`config.mk`:
```
export PLATFORM = sky130hd
export DESIGN_NAME = matrix_coeff_streamer
export DESIGN_NICKNAME = d
export VERILOG_FILES = /design/src/rtl/matrix_coeff_streamer.sv
export SDC_FILE = /design/constraint.sdc
export NUM_CORES = 1
export LEC_CHECK = 0
export CORE_AREA = 4 4 232 234
export CTS_BUF_LIST = sky130_fd_sc_hd__clkbuf_2
export DETAILED_ROUTE_END_ITERATION = 8
export DIE_AREA = 0 0 236 238
export DONT_BUFFER_PORTS = 1
export MAX_ROUTING_LAYER = met4
export PLACE_DENSITY = 0.76
export SLEW_MARGIN = 5
export SYNTH_ARGS = -nofsm -noshare
export SYNTH_HDL_FRONTEND = slang
export SYNTH_SLANG_ARGS = --single-unit
```
`constraint.sdc`:
```
create_clock -name system1000 -period 1.99 [get_ports system1000]
set_input_delay 0.0995 -clock system1000 [delete_from_list [all_inputs] [get_ports system1000]]
set_output_delay 0.0995 -clock system1000 [all_outputs]
set_load 0.05 [all_outputs]
```
`src/rtl/matrix_coeff_streamer.sv`:
```
// Double-buffered 3x3 coefficient bank streamed as 33-bit maybe-words (valid + data), row-major, with programmable idle gaps.
// Optional: define MATRIX_COEFF_STREAMER_REPEAT_EN to restream the active bank continuously after each frame.
module matrix_coeff_streamer #(
    parameter int unsigned DW      = 32,
    parameter int unsigned N_WORDS = 9,
    parameter int unsigned GAP_W   = 8
) (
    input  logic             system1000,
    input  logic             system1000_rstn,
    input  logic             wr_en,
    input  logic [3:0]       wr_addr,
    input  logic [DW-1:0]    wr_data,
    input  logic             commit,
    input  logic [GAP_W-1:0] gap,
    output logic [DW:0]      stream_out,
    output logic [3:0]       stream_idx,
    output logic             busy,
    output logic             done
);

    localparam int unsigned IDX_W = 4;
    localparam logic [IDX_W-1:0] LAST_IDX = IDX_W'(N_WORDS - 1);

    typedef enum logic [1:0] {
        ST_IDLE = 2'd0,
        ST_EMIT = 2'd1,
        ST_GAP  = 2'd2
    } state_e;

    state_e             state_q, state_d;
    logic [IDX_W-1:0]   idx_q, idx_d;
    logic [GAP_W-1:0]   cnt_q, cnt_d;
    logic               pending_q, pending_d;
    logic               last_q, last_d;
    logic               load;
    logic               adv;

    logic [DW-1:0]      shadow_q   [N_WORDS];
    logic [DW-1:0]      shadow_nxt [N_WORDS];
    logic [DW-1:0]      active_q   [N_WORDS];

    logic [DW:0]        stream_out_q, stream_out_d;
    logic [IDX_W-1:0]   stream_idx_q, stream_idx_d;
    logic               busy_q, busy_d;
    logic               done_q, done_d;

    // Shadow bank with this cycle's write merged, so a same-cycle commit picks it up.
    always_comb begin
        shadow_nxt = shadow_q;
        if (wr_en && (wr_addr < IDX_W'(N_WORDS))) begin
            shadow_nxt[wr_addr] = wr_data;
        end
    end

    // Coefficient banks.
    always_ff @(posedge system1000 or negedge system1000_rstn) begin
        if (!system1000_rstn) begin
            for (int i = 0; i < int'(N_WORDS); i++) begin
                shadow_q[i] <= '0;
                active_q[i] <= '0;
            end
        end else begin
            shadow_q <= shadow_nxt;
            if (load) begin
                active_q <= shadow_nxt;
            end
        end
    end

    // State and sequencing registers.
    always_ff @(posedge system1000 or negedge system1000_rstn) begin
        if (!system1000_rstn) begin
            state_q   <= ST_IDLE;
            idx_q     <= '0;
            cnt_q     <= '0;
            pending_q <= 1'b0;
            last_q    <= 1'b0;
        end else begin
            state_q   <= state_d;
            idx_q     <= idx_d;
            cnt_q     <= cnt_d;
            pending_q <= pending_d;
            last_q    <= last_d;
        end
    end

    // Next-state logic; adv marks the end of the current word's slot.
    always_comb begin
        state_d   = state_q;
        idx_d     = idx_q;
        cnt_d     = cnt_q;
        pending_d = pending_q;
        last_d    = 1'b0;
        load      = 1'b0;
        adv       = 1'b0;
        case (state_q)
            ST_IDLE: begin
                if (commit || pending_q) begin
                    load      = 1'b1;
                    idx_d     = '0;
                    pending_d = 1'b0;
                    state_d   = ST_EMIT;
                end
            end
            ST_EMIT: begin
                if (commit) begin
                    pending_d = 1'b1;
                end
                cnt_d = gap;
                if (gap != '0) begin
                    state_d = ST_GAP;
                end else begin
                    adv = 1'b1;
                end
            end
            ST_GAP: begin
                if (commit) begin
                    pending_d = 1'b1;
                end
                cnt_d = cnt_q - GAP_W'(1);
                if (cnt_q == GAP_W'(1)) begin
                    adv = 1'b1;
                end
            end
            default: begin
                state_d = ST_IDLE;
            end
        endcase

        if (adv) begin
            if (idx_q == LAST_IDX) begin
                last_d = 1'b1;
                idx_d  = '0;
`ifdef MATRIX_COEFF_STREAMER_REPEAT_EN
                state_d = ST_EMIT;
                if (pending_d) begin
                    load      = 1'b1;
                    pending_d = 1'b0;
                end
`else
                state_d = ST_IDLE;
`endif
            end else begin
                idx_d   = idx_q + IDX_W'(1);
                state_d = ST_EMIT;
            end
        end
    end

    // Output decode, registered one cycle later.
    always_comb begin
        stream_out_d = '0;
        stream_idx_d = '0;
        busy_d       = 1'b0;
        done_d       = last_q;
        case (state_q)
            ST_EMIT: begin
                stream_out_d = {1'b1, active_q[idx_q]};
                stream_idx_d = idx_q;
                busy_d       = 1'b1;
            end
            ST_GAP: begin
                busy_d = 1'b1;
            end
            default: begin
                busy_d = 1'b0;
            end
        endcase
    end

    always_ff @(posedge system1000 or negedge system1000_rstn) begin
        if (!system1000_rstn) begin
            stream_out_q <= '0;
            stream_idx_q <= '0;
            busy_q       <= 1'b0;
            done_q       <= 1'b0;
        end else begin
            stream_out_q <= stream_out_d;
            stream_idx_q <= stream_idx_d;
            busy_q       <= busy_d;
            done_q       <= done_d;
        end
    end

    assign stream_out = stream_out_q;
    assign stream_idx = stream_idx_q;
    assign busy       = busy_q;
    assign done       = done_q;

endmodule

```
==> summary.txt, run 1 <==
Routing
  • Routed Antenna Nets: 0
  • DR pass1 iterations: 5
  • Remaining routing DRC violations: 0
  • DRT iter0 DRCs: 910
  • Final wirelength: 53.63 mm
  • Via count: 14200
  • Wire per inst: 20.45 um
  • Post-DR vias/cell: 5.413

Synthesis
  • Syn nets: 1635
  • Synth warn: 0
  • Syn_area_per_cell: 16.21 sq um
  • Area leader, netlist: dfrtp_1
  • Yosys top cell area share: 61.69%
  • Library cells used by synthesis: 41
  • Seq cells post-synth: 631
  • Post-Syn Area: 25590 sq um
  • Synth top area cells: dfrtp_1 (62%), mux2_2 (22%), mux4_2 (5.6%), mux2_4 (1.8%), mux2_1 (1.5%)
  • Register area share after synthesis: 61.69%
  • Synth Instances: 1579

GRT
  • Initial antenna violation count: 3
  • Remaining Overflow, GRT: 0
  • Largest net degree at the start of global routing: 632
  • Global-route wire length before repair: 86.50 mm
  • Vias in the first global route: 15870
  • Total Routing Usage GR: 20.09%

Critical path
  • Req. time, crit path: 3.09 ns
  • Crit. End Element: flop
  • Crit Path Max Fanout: 5
  • Critical path arrival: 3.17 ns
  • Startpoint types: primary input
  • Worst Path Class, Setup: in2reg

STA
  • Pins Over Slew Limit: 468
  • Hold slack: -1.445 ns
  • Period utilization: 103.8%
  • RSZ-0062 raised after global routing: yes
  • Clock skew: 0.07216 ns
  • Final setup viols: 7
  • Worst-margin pin slew: 2.113 ns
  • Achievable Freq: 484.0 MHz
  • Worst setup margin: -0.07604 ns
  • Rel. slew slack: -40.86%
  • Endpoints failing hold: 631
  • Tmin final: 2.066 ns

Floorplan
  • Die area: 56170 sq um
  • Num rows: 84
  • Core box area: 52020 sq um
  • Die X: 236 um
  • DIE HEIGHT: 238 um
  • Initial Util: 49.20%
  • IO Pins: 87

Clocking
  • CTS Hold Bufs: 136
  • Skew-Pair Late Insertion Delay: 1.25 ns
  • H-tree levels: 4
  • CTS Buffer Depth: 3
  • CTS Buf Count: 154
  • Root Driver: clkbuf_2
  • Clk slew on worst S/H paths: 0.12 ns
  • CTS tree: built
  • Clock Sinks: 631

Layout
  • Fin cells: 2623
  • Final net count: 1886
  • Commonest non-fill, non-tap cell in the layout: dfrtp_1
  • Share of cells above drive strength 1: 49.28%
  • Area grow syn2layout: 15.83%
  • Most frequent cells in the layout: dfrtp_1 (590), mux2_2 (511), clkbuf_2 (220)
  • # fillers: 4001

Run status
  • Status: finished with violations
  • Failing checks: hold timing, slew limit, setup timing

Pwr
  • Leak: 13.53 nW
  • Pwr Total: 39.47 mW
  • Power Dens Cells: 1331 nW/um^2
  • Worst IR drop on VDD: 0.5977 mV

Place
  • Gp weighted congestion: 0.7963
  • Placed insts: 2225
  • Post-DP HPWL: 28.58 mm
  • # port buffers: 0

Flow run
  • Maxcap violations: 0

Hold path
  • Worst hold path class: in2async
[power by group]
| group | leakage, nW | total (mW) | internal (mW) | switching (mW) |
|---|---|---|---|---|
| sequential | 7.74 | 20.1 | 17.4 | 2.72 |
| clock | 1.03 | 8.11 | 3.19 | 4.91 |
| combinational | 4.76 | 11.2 | 7.02 | 4.22 |
[layout make-up]
class | instances | area, sq um | share of cell area, %
Tap cell | 688 | 860.8 | 2.904
Inverter | 8 | 30.03 | 0.1013
Clock inverter | 38 | 200.2 | 0.6753
Sequential cell | 631 | 15850 | 53.45
Timing Repair Buffer | 188 | 2207 | 7.445
Clock buffer | 220 | 1101 | 3.714
Antenna cell | 3 | 7.507 | 0.02532
Multi-Input combinational cell | 847 | 9393 | 31.68
[cells in the mapped netlist, drive strengths merged]
library cell / n
a21o: 1
a2bb2oi: 1
buf: 52
or3: 3
or2: 1
ha: 8
nor2: 10
inv: 8
nand3: 11
nand2: 47
dfrtp: 631
and2: 4
nor2b: 3
nor3: 3
mux4: 64
nand2b: 4
or4: 1
o22ai: 6
nand3b: 3
o211ai: 4
a21oi: 8
and4b: 1
o21ai: 43
a21boi: 1
and4: 2
nor3b: 2
o2111ai: 1
mux2: 576
and3: 1
clkbuf: 41
o22a: 1
nor4: 1
o221ai: 1
mux2i: 35
[registers in the layout, indices dropped and copies added (netlist names)]
signal      cells
active_q      288
shadow_q      288
stream_out     33
cnt_q           8
idx_q           4
stream_idx      4
state_q         2
busy            1
done            1
done_d          1
pending_q       1
[logic make-up (layout without fill, tap and decap cells)]
family          after synthesis  after routing  share of synthesized area (%)
fa+ha+maj                     8              8                         0.3911
flops                       631            631                          61.69
buf+inv                     101            454                          1.848
other cells                   0              3                              0
simple gates                 97             97                          1.828
compound gates               67             67                          1.457
mux                         675            675                          32.78
[routing by layer]
| metal | global-route usage, % | vias up | part of all wire [%] |
|---|---|---|---|
| met5 | - | - | 0 |
| met4 | 5.926 | 0 | 1.5 |
| met3 | 5.224 | 76 | 4.2 |
| met2 | 30.99 | 269 | 49 |
| met1 | 26.70 | 7530 | 46 |
| li1 | - | 6322 | - |
[final timing paths]
kind                                  end             from  slack (ns)  cells past startpoint
setup / recovery            active_q[282]       wr_addr[1]       -0.08                      8
hold / removal               shadow_q[23]  system1000_rstn       -1.45                      0
setup reg to reg            active_q[105]       state_q[1]        0.10                      6
hold reg to reg                      done           done_d        0.37                      0
max in group asynchronous  stream_out[12]  system1000_rstn        1.56                      0
min in group system1000     shadow_q[275]       wr_addr[2]        0.12                      5
[critical path: stages]
cell           delay [ns]
dlygate4sd3_1        0.63
nor3b_2              0.07
dlygate4sd3_1        0.60
nand2_2              0.18
buf_12               0.15
dlygate4sd3_1        0.77
mux2_2               0.39
mux2_2               0.26
[through the flow]
step	hold WS (ns)	setup TNS [ns]	cell area (sq um)	utilization (%)	setup slack, ns
detailed placement	-0.1602	0	26840	51.60	0.08563
CTS	-1.604	-3.123	29590	56.88	-0.1233
finish	-1.445	-0.3586	29650	56.98	-0.07604
global placement	-0.1572	0	26840	51.60	0.09896
global route	-1.611	-1.485	29650	56.98	-0.1080
floorplan	-0.1961	0	25590	-	0.07514
[timing repair]
action                                  in CTS  in global routing
endpoints found under the hold margin     1223                631
endpoints found under the setup margin      39                 71
setup buffers                                0                  2
resized for setup                           39                 10
gates cloned                                 0                  1
Note: power is estimated with default switching activity, not from simulation.
==> inputs of run 2 (changes only) <==
--- a/config.mk
+++ b/config.mk
@@ -5,13 +5,15 @@
 export SDC_FILE = /design/constraint.sdc
 export NUM_CORES = 1
 export LEC_CHECK = 0
+export CELL_PAD_IN_SITES_DETAIL_PLACEMENT = 0
+export CELL_PAD_IN_SITES_GLOBAL_PLACEMENT = 1
 export CORE_AREA = 4 4 232 234
 export CTS_BUF_LIST = sky130_fd_sc_hd__clkbuf_2
 export DETAILED_ROUTE_END_ITERATION = 8
 export DIE_AREA = 0 0 236 238
 export DONT_BUFFER_PORTS = 1
 export MAX_ROUTING_LAYER = met4
-export PLACE_DENSITY = 0.76
+export PLACE_DENSITY = 0.85
 export SLEW_MARGIN = 5
 export SYNTH_ARGS = -nofsm -noshare
 export SYNTH_HDL_FRONTEND = slang
==> run 2 against run 1 <==
- the run still ends with hold timing, slew limit, setup timing left
- first-iteration DRC count shrank 28%
- non-clock buffer count rose by 12
- fmax decreased by 5.5%
- combinational power about the same
- worst setup slack worse by 0.12 ns
- final cell count increased by 0.76%
- global-route usage about the same
- clock skew up 0.0096 ns
- clock power down 0.5%
- register-to-register slack got worse by 0.06 ns
- largest power group unchanged
==> summary.txt, run 2 (same netlist as run 1, synthesis figures left out) <==
Run status
  • Status: finished with violations
  • Failing checks: hold timing, slew limit, setup timing

Clocking
  • Skew-Pair Late Insertion Delay: 1.27 ns
  • H-tree levels: 4
  • Root Driver: clkbuf_2
  • CTS Buf Count: 155
  • Clock Sinks: 631
  • CTS tree: built
  • CTS Buffer Depth: 3
  • Setup Fix Bufs, Post-CTS: 0
  • Clk slew on worst S/H paths: 0.09 ns

Place
  • Placed insts: 2234
  • Place WS: 0.07563 ns
  • # port buffers: 0
  • Gp weighted congestion: 0.7742
  • Post-DP HPWL: 29.03 mm

STA
  • Tmin final: 2.187 ns
  • Rel. slew slack: -21.84%
  • TNS Setup: -3.223 ns
  • Worst-margin pin slew: 1.828 ns
  • Clock skew: 0.08174 ns
  • Endpoints failing hold: 631
  • Period utilization: 109.9%
  • Final setup viols: 23
  • Achievable Freq: 457.3 MHz
  • Worst setup margin: -0.1968 ns
  • RSZ-0062 raised after global routing: yes
  • Pins Over Slew Limit: 406
  • Hold slack: -1.470 ns

Floorplan
  • Core box area: 52020 sq um
  • Initial Util: 49.20%
  • Die area: 56170 sq um
  • Num rows: 84
  • Die X: 236 um
  • DIE HEIGHT: 238 um
  • IO Pins: 87

GRT
  • Total Routing Usage GR: 20.14%
  • Largest net degree at the start of global routing: 632
  • Global-route wire length before repair: 86.60 mm
  • Remaining Overflow, GRT: 0
  • Vias in the first global route: 15920
  • Initial antenna violation count: 2

Routing
  • Final wirelength: 54.08 mm
  • Post-DR vias/cell: 5.427
  • Wire per inst: 20.46 um
  • Via count: 14340
  • Remaining routing DRC violations: 0
  • Routed Antenna Nets: 0
  • DR pass1 iterations: 5
  • DRT iter0 DRCs: 655

Critical path
  • Critical path arrival: 3.28 ns
  • Worst path slowest cell: dlygate4sd3_1
  • Critical path's most frequent cell: dlygate4sd3_1
  • Req. time, crit path: 3.09 ns
  • Worst path top cell family by delay: buffers and inverters
  • Worst Path Class, Setup: in2reg
  • Startpoint types: primary input
  • Crit. End Element: flop
  • Worst path cell trace: dlymetal6s4s_1 > dlygate4sd3_1 > nand3_1 > dlygate4sd3_1 > nor2_4 > buf_12 > mux2_2 > dlygate4sd3_1 > mux2_2
  • Crit Path Max Fanout: 32
  • Slowest stage delay, CP: 0.64 ns
  • Crit path buf inv count: 5

Hold path
  • Worst hold path class: in2async

Pwr
  • Worst IR drop on VDD: 0.5341 mV
  • Leak: 13.59 nW
  • Pwr Total: 39.44 mW
  • Power Dens Cells: 1329 nW/um^2

Layout
  • Fin cells: 2643
  • Area grow syn2layout: 15.96%
  • Share of cells above drive strength 1: 49.05%
  • Commonest non-fill, non-tap cell in the layout: dfrtp_1
  • Final net count: 1899
  • Most frequent cells in the layout: dfrtp_1 (590), mux2_2 (511), clkbuf_2 (227)

Flow run
  • Maxcap violations: 0
## run 2: cell count changes in the layout (fill, tap and decap cells not counted), sizes merged
| cell | before | now |
|---|---|---|
| dlymetal6s4s | 2 | 1 |
| diode | 3 | 4 |
| clkinv | 29 | 31 |
| bufinv | 2 | 1 |
| inv | 15 | 14 |
| dlygate4sd3 | 130 | 137 |
| clkbuf | 221 | 229 |
| buf | 55 | 60 |
## run 2: final timing paths
| check | start | end | slack [ns] | cells past startpoint |
|---|---|---|---|---|
| worst max-delay path | wr_addr[1] | active_q[35] | -0.20 | 9 |
| worst min-delay path | system1000_rstn | active_q[23] | -1.47 | 0 |
| worst max register to register | idx_q[0] | stream_out[7] | 0.04 | 5 |
| worst min register to register | done_d | done | 0.38 | 0 |
| max in group asynchronous | system1000_rstn | stream_out[3] | 1.82 | 0 |
| min in group system1000 | gap[6] | cnt_q[6] | 0.21 | 4 |
## run 2: layer usage
layer,up-vias,global-route usage (%),share of wire [%]
li1,6347,-,-
met1,7637,26.85,47
met2,270,30.65,47
met3,89,5.317,4.1
met4,0,6.478,2.0
met5,-,-,0
## run 2: worst reg2reg max path, stage by stage (launching register included)
cell and delay, ns:
dfrtp_4 0.54, buf_12 0.21, buf_4 0.17, mux4_2 0.48, mux2i_1 0.24, o21ai_0 0.13
## run 2: layout make-up
type | count | area (sq um)
diodes | 4 | 10.01
clock buffers | 227 | 1136
clock inverters | 38 | 171.4
fillers | 4048 | 22350
inverters | 8 | 30.03
multi-input cells | 847 | 9375
flip-flops and latches | 631 | 15850
well taps | 688 | 860.8
repair buffers | 200 | 2250
## run 2: what timing repair did
| item | in CTS | in global routing |
|---|---|---|
| hold endpoints to repair | 1223 | 767 |
| gates cloned | 0 | 2 |
| hold buffers | 138 | 1 |
| resized for setup | 39 | 6 |
| setup endpoints to repair | 39 | 62 |
## run 2: power by group
group          switching, mW  internal, mW
Sequential              2.73          17.4
Combinational           4.20          7.03
Clock                   4.92          3.15
## run 2: metrics by stage
step	utilization [%]	cell area (sq um)	hold WS (ns)
3_5_place_dp	51.66	26870	-0.1499
3_3_place_gp	51.66	26870	-0.1542
2_1_floorplan	-	25590	-0.1961
6_report	57.05	29680	-1.470
4_1_cts	56.92	29610	-1.635
5_1_grt	57.05	29680	-1.677
==> inputs of run 3 (changes only) <==
--- a/config.mk
+++ b/config.mk
@@ -8,7 +8,7 @@
 export CELL_PAD_IN_SITES_DETAIL_PLACEMENT = 0
 export CELL_PAD_IN_SITES_GLOBAL_PLACEMENT = 1
 export CORE_AREA = 4 4 232 234
-export CTS_BUF_LIST = sky130_fd_sc_hd__clkbuf_2
+export CTS_BUF_LIST = sky130_fd_sc_hd__clkbuf_4 sky130_fd_sc_hd__clkbuf_8
 export DETAILED_ROUTE_END_ITERATION = 8
 export DIE_AREA = 0 0 236 238
 export DONT_BUFFER_PORTS = 1
==> run 3 against run 2 <==
- the run ends with hold timing left
- fmax increased by 15%
- register-to-register slack improved by 0.05 ns
- power increased by 7.4%
- global-route usage down 0.65 points
- non-clock buffer count decreased by 97
- first-iteration DRC count grew 13%
- clock-buffer cell count down 64
- via count is 4.8% lower
- largest power group unchanged
==> summary.txt, run 3 (same netlist as run 1, synthesis figures left out) <==
Critical path
  • Req. time, crit path: 2.60 ns
  • Crit path buf inv count: 2
  • Crit. End Element: flop
  • Slowest stage delay, CP: 0.41 ns
  • Crit Path Max Fanout: 10
  • Startpoint types: flop
  • Critical path arrival: 2.51 ns
  • Worst path top cell family by delay: simple AND/OR/NAND/NOR gates
  • Worst path cell trace: inv_1 > ha_1 > and2_1 > and4_2 > buf_4 > nand2_1 > o21ai_0
  • Worst path slowest cell: dfrtp_1
  • Worst Path Class, Setup: reg2reg

Place
  • Place WS: 0.07563 ns
  • Gp weighted congestion: 0.7742
  • Post-DP HPWL: 29.03 mm
  • Placed insts: 2234
  • Dpl cell area: 26870 sq um
  • # port buffers: 0

Floorplan
  • DIE HEIGHT: 238 um
  • Core box area: 52020 sq um
  • Die X: 236 um
  • Num rows: 84
  • Initial Util: 49.20%
  • Die area: 56170 sq um
  • IO Pins: 87

Routing
  • Post-DR vias/cell: 5.545
  • DR pass1 iterations: 5
  • Wire per inst: 21.18 um
  • Routed Antenna Nets: 0
  • Final wirelength: 52.17 mm
  • Remaining routing DRC violations: 0
  • Via count: 13660
  • DRT iter0 DRCs: 743

Clocking
  • Clock Sinks: 631
  • Setup Fix Bufs, Post-CTS: 0
  • H-tree levels: 3
  • CTS Buffer Depth: 3
  • CTS Buf Count: 101
  • CTS tree: built
  • CTS Hold Bufs: 43
  • Root Driver: clkbuf_8
  • Skew-Pair Late Insertion Delay: 0.69 ns
  • Clk slew on worst S/H paths: 0.06 ns

Layout
  • Fin cells: 2463
  • Commonest non-fill, non-tap cell in the layout: dfrtp_1
  • Most frequent cells in the layout: dfrtp_1 (629), mux2_2 (511), clkbuf_8 (126)
  • Final net count: 1748
  • Share of cells above drive strength 1: 48.59%
  • Area grow syn2layout: 15.07%
  • Final core occ: 56.61%
  • Design area: 29450 sq um
  • # fillers: 3944

Pwr
  • Pwr Total: 42.34 mW
  • Worst IR drop on VDD: 0.6166 mV
  • Power Dens Cells: 1438 nW/um^2
  • Leak: 13.30 nW

STA
  • Endpoints failing hold: 631
  • Worst-margin pin slew: 1.137 ns
  • Period utilization: 95.52%
  • Hold slack: -0.8663 ns
  • TNS Setup: 0 ns
  • Clock skew: 0.02875 ns
  • Rel. slew slack: 24.21%
  • RSZ-0062 raised after global routing: no
  • Worst setup margin: 0.08909 ns
  • Achievable Freq: 526.1 MHz
  • Final setup viols: 0
  • Pins Over Slew Limit: 0
  • Tmin final: 1.901 ns

GRT
  • Remaining Overflow, GRT: 0
  • Global-route wire length before repair: 84.29 mm
  • Largest net degree at the start of global routing: 632
  • Initial antenna violation count: 6
  • Total Routing Usage GR: 19.49%
  • Vias in the first global route: 14950

Flow run
  • Maxcap violations: 0

Run status
  • Failing checks: hold timing
  • Status: finished with violations

Hold path
  • Worst hold path class: in2async
## run 3: changes by cell type in the layout (fill, tap and decap cells not counted), sizes merged
cell,before,now
clkinv,31,11
diode,4,7
dlygate4sd3,137,43
inv,14,9
clkinvlp,0,3
clkbuf,229,163
dlymetal6s4s,1,0
## run 3: worst register-to-register path, cell delays in order (launching register included)
cell	delay (ns)
dfrtp_1	0.41
inv_1	0.09
ha_1	0.22
and2_1	0.21
and4_2	0.38
buf_4	0.30
nand2_1	0.14
o21ai_0	0.10
## run 3: final timing paths
| path | start | to | slack (ns) | cells past startpoint |
|---|---|---|---|---|
| hold / removal | system1000_rstn | active_q[119] | -0.87 | 0 |
| hold reg to reg | done_d | done | 0.34 | 0 |
| max in group asynchronous | system1000_rstn | shadow_q[205] | 1.93 | 0 |
| min in group system1000 | wr_addr[2] | shadow_q[266] | 0.05 | 4 |
| setup reg to reg | state_q[1] | stream_out[4] | 0.09 | 7 |
| setup / recovery | state_q[1] | stream_out[4] | 0.09 | 7 |
## run 3: power breakdown
group	switching (mW)	leakage, nW	internal, mW
Sequential	2.73	7.80	17.4
Combinational	4.11	4.36	6.72
Clock	4.88	1.14	6.49
## run 3: what timing repair did
action	CTS	global route
endpoints found under the setup margin	0	1
endpoints found under the hold margin	1222	631
gates resized for setup	0	1
## run 3: layout make-up
| class | count | area, sq um | area share, % |
|---|---|---|---|
| inverters | 8 | 30.03 | 0.1020 |
| repair buffers | 103 | 1244 | 4.223 |
| flip-flops and latches | 631 | 15800 | 53.64 |
| multi-input cells | 847 | 9373 | 31.83 |
| diodes | 7 | 17.52 | 0.05948 |
| clock inverters | 16 | 116.4 | 0.3951 |
| well taps | 688 | 860.8 | 2.923 |
| clock buffers | 163 | 2012 | 6.832 |
## run 3: per-layer routing
metal	up-vias	part of all wire (%)	track usage, %
met2	281	47	29.91
met4	0	1.6	5.588
met1	7344	46	26.69
li1	5970	-	-
met3	63	5.2	4.230
met5	-	0	-
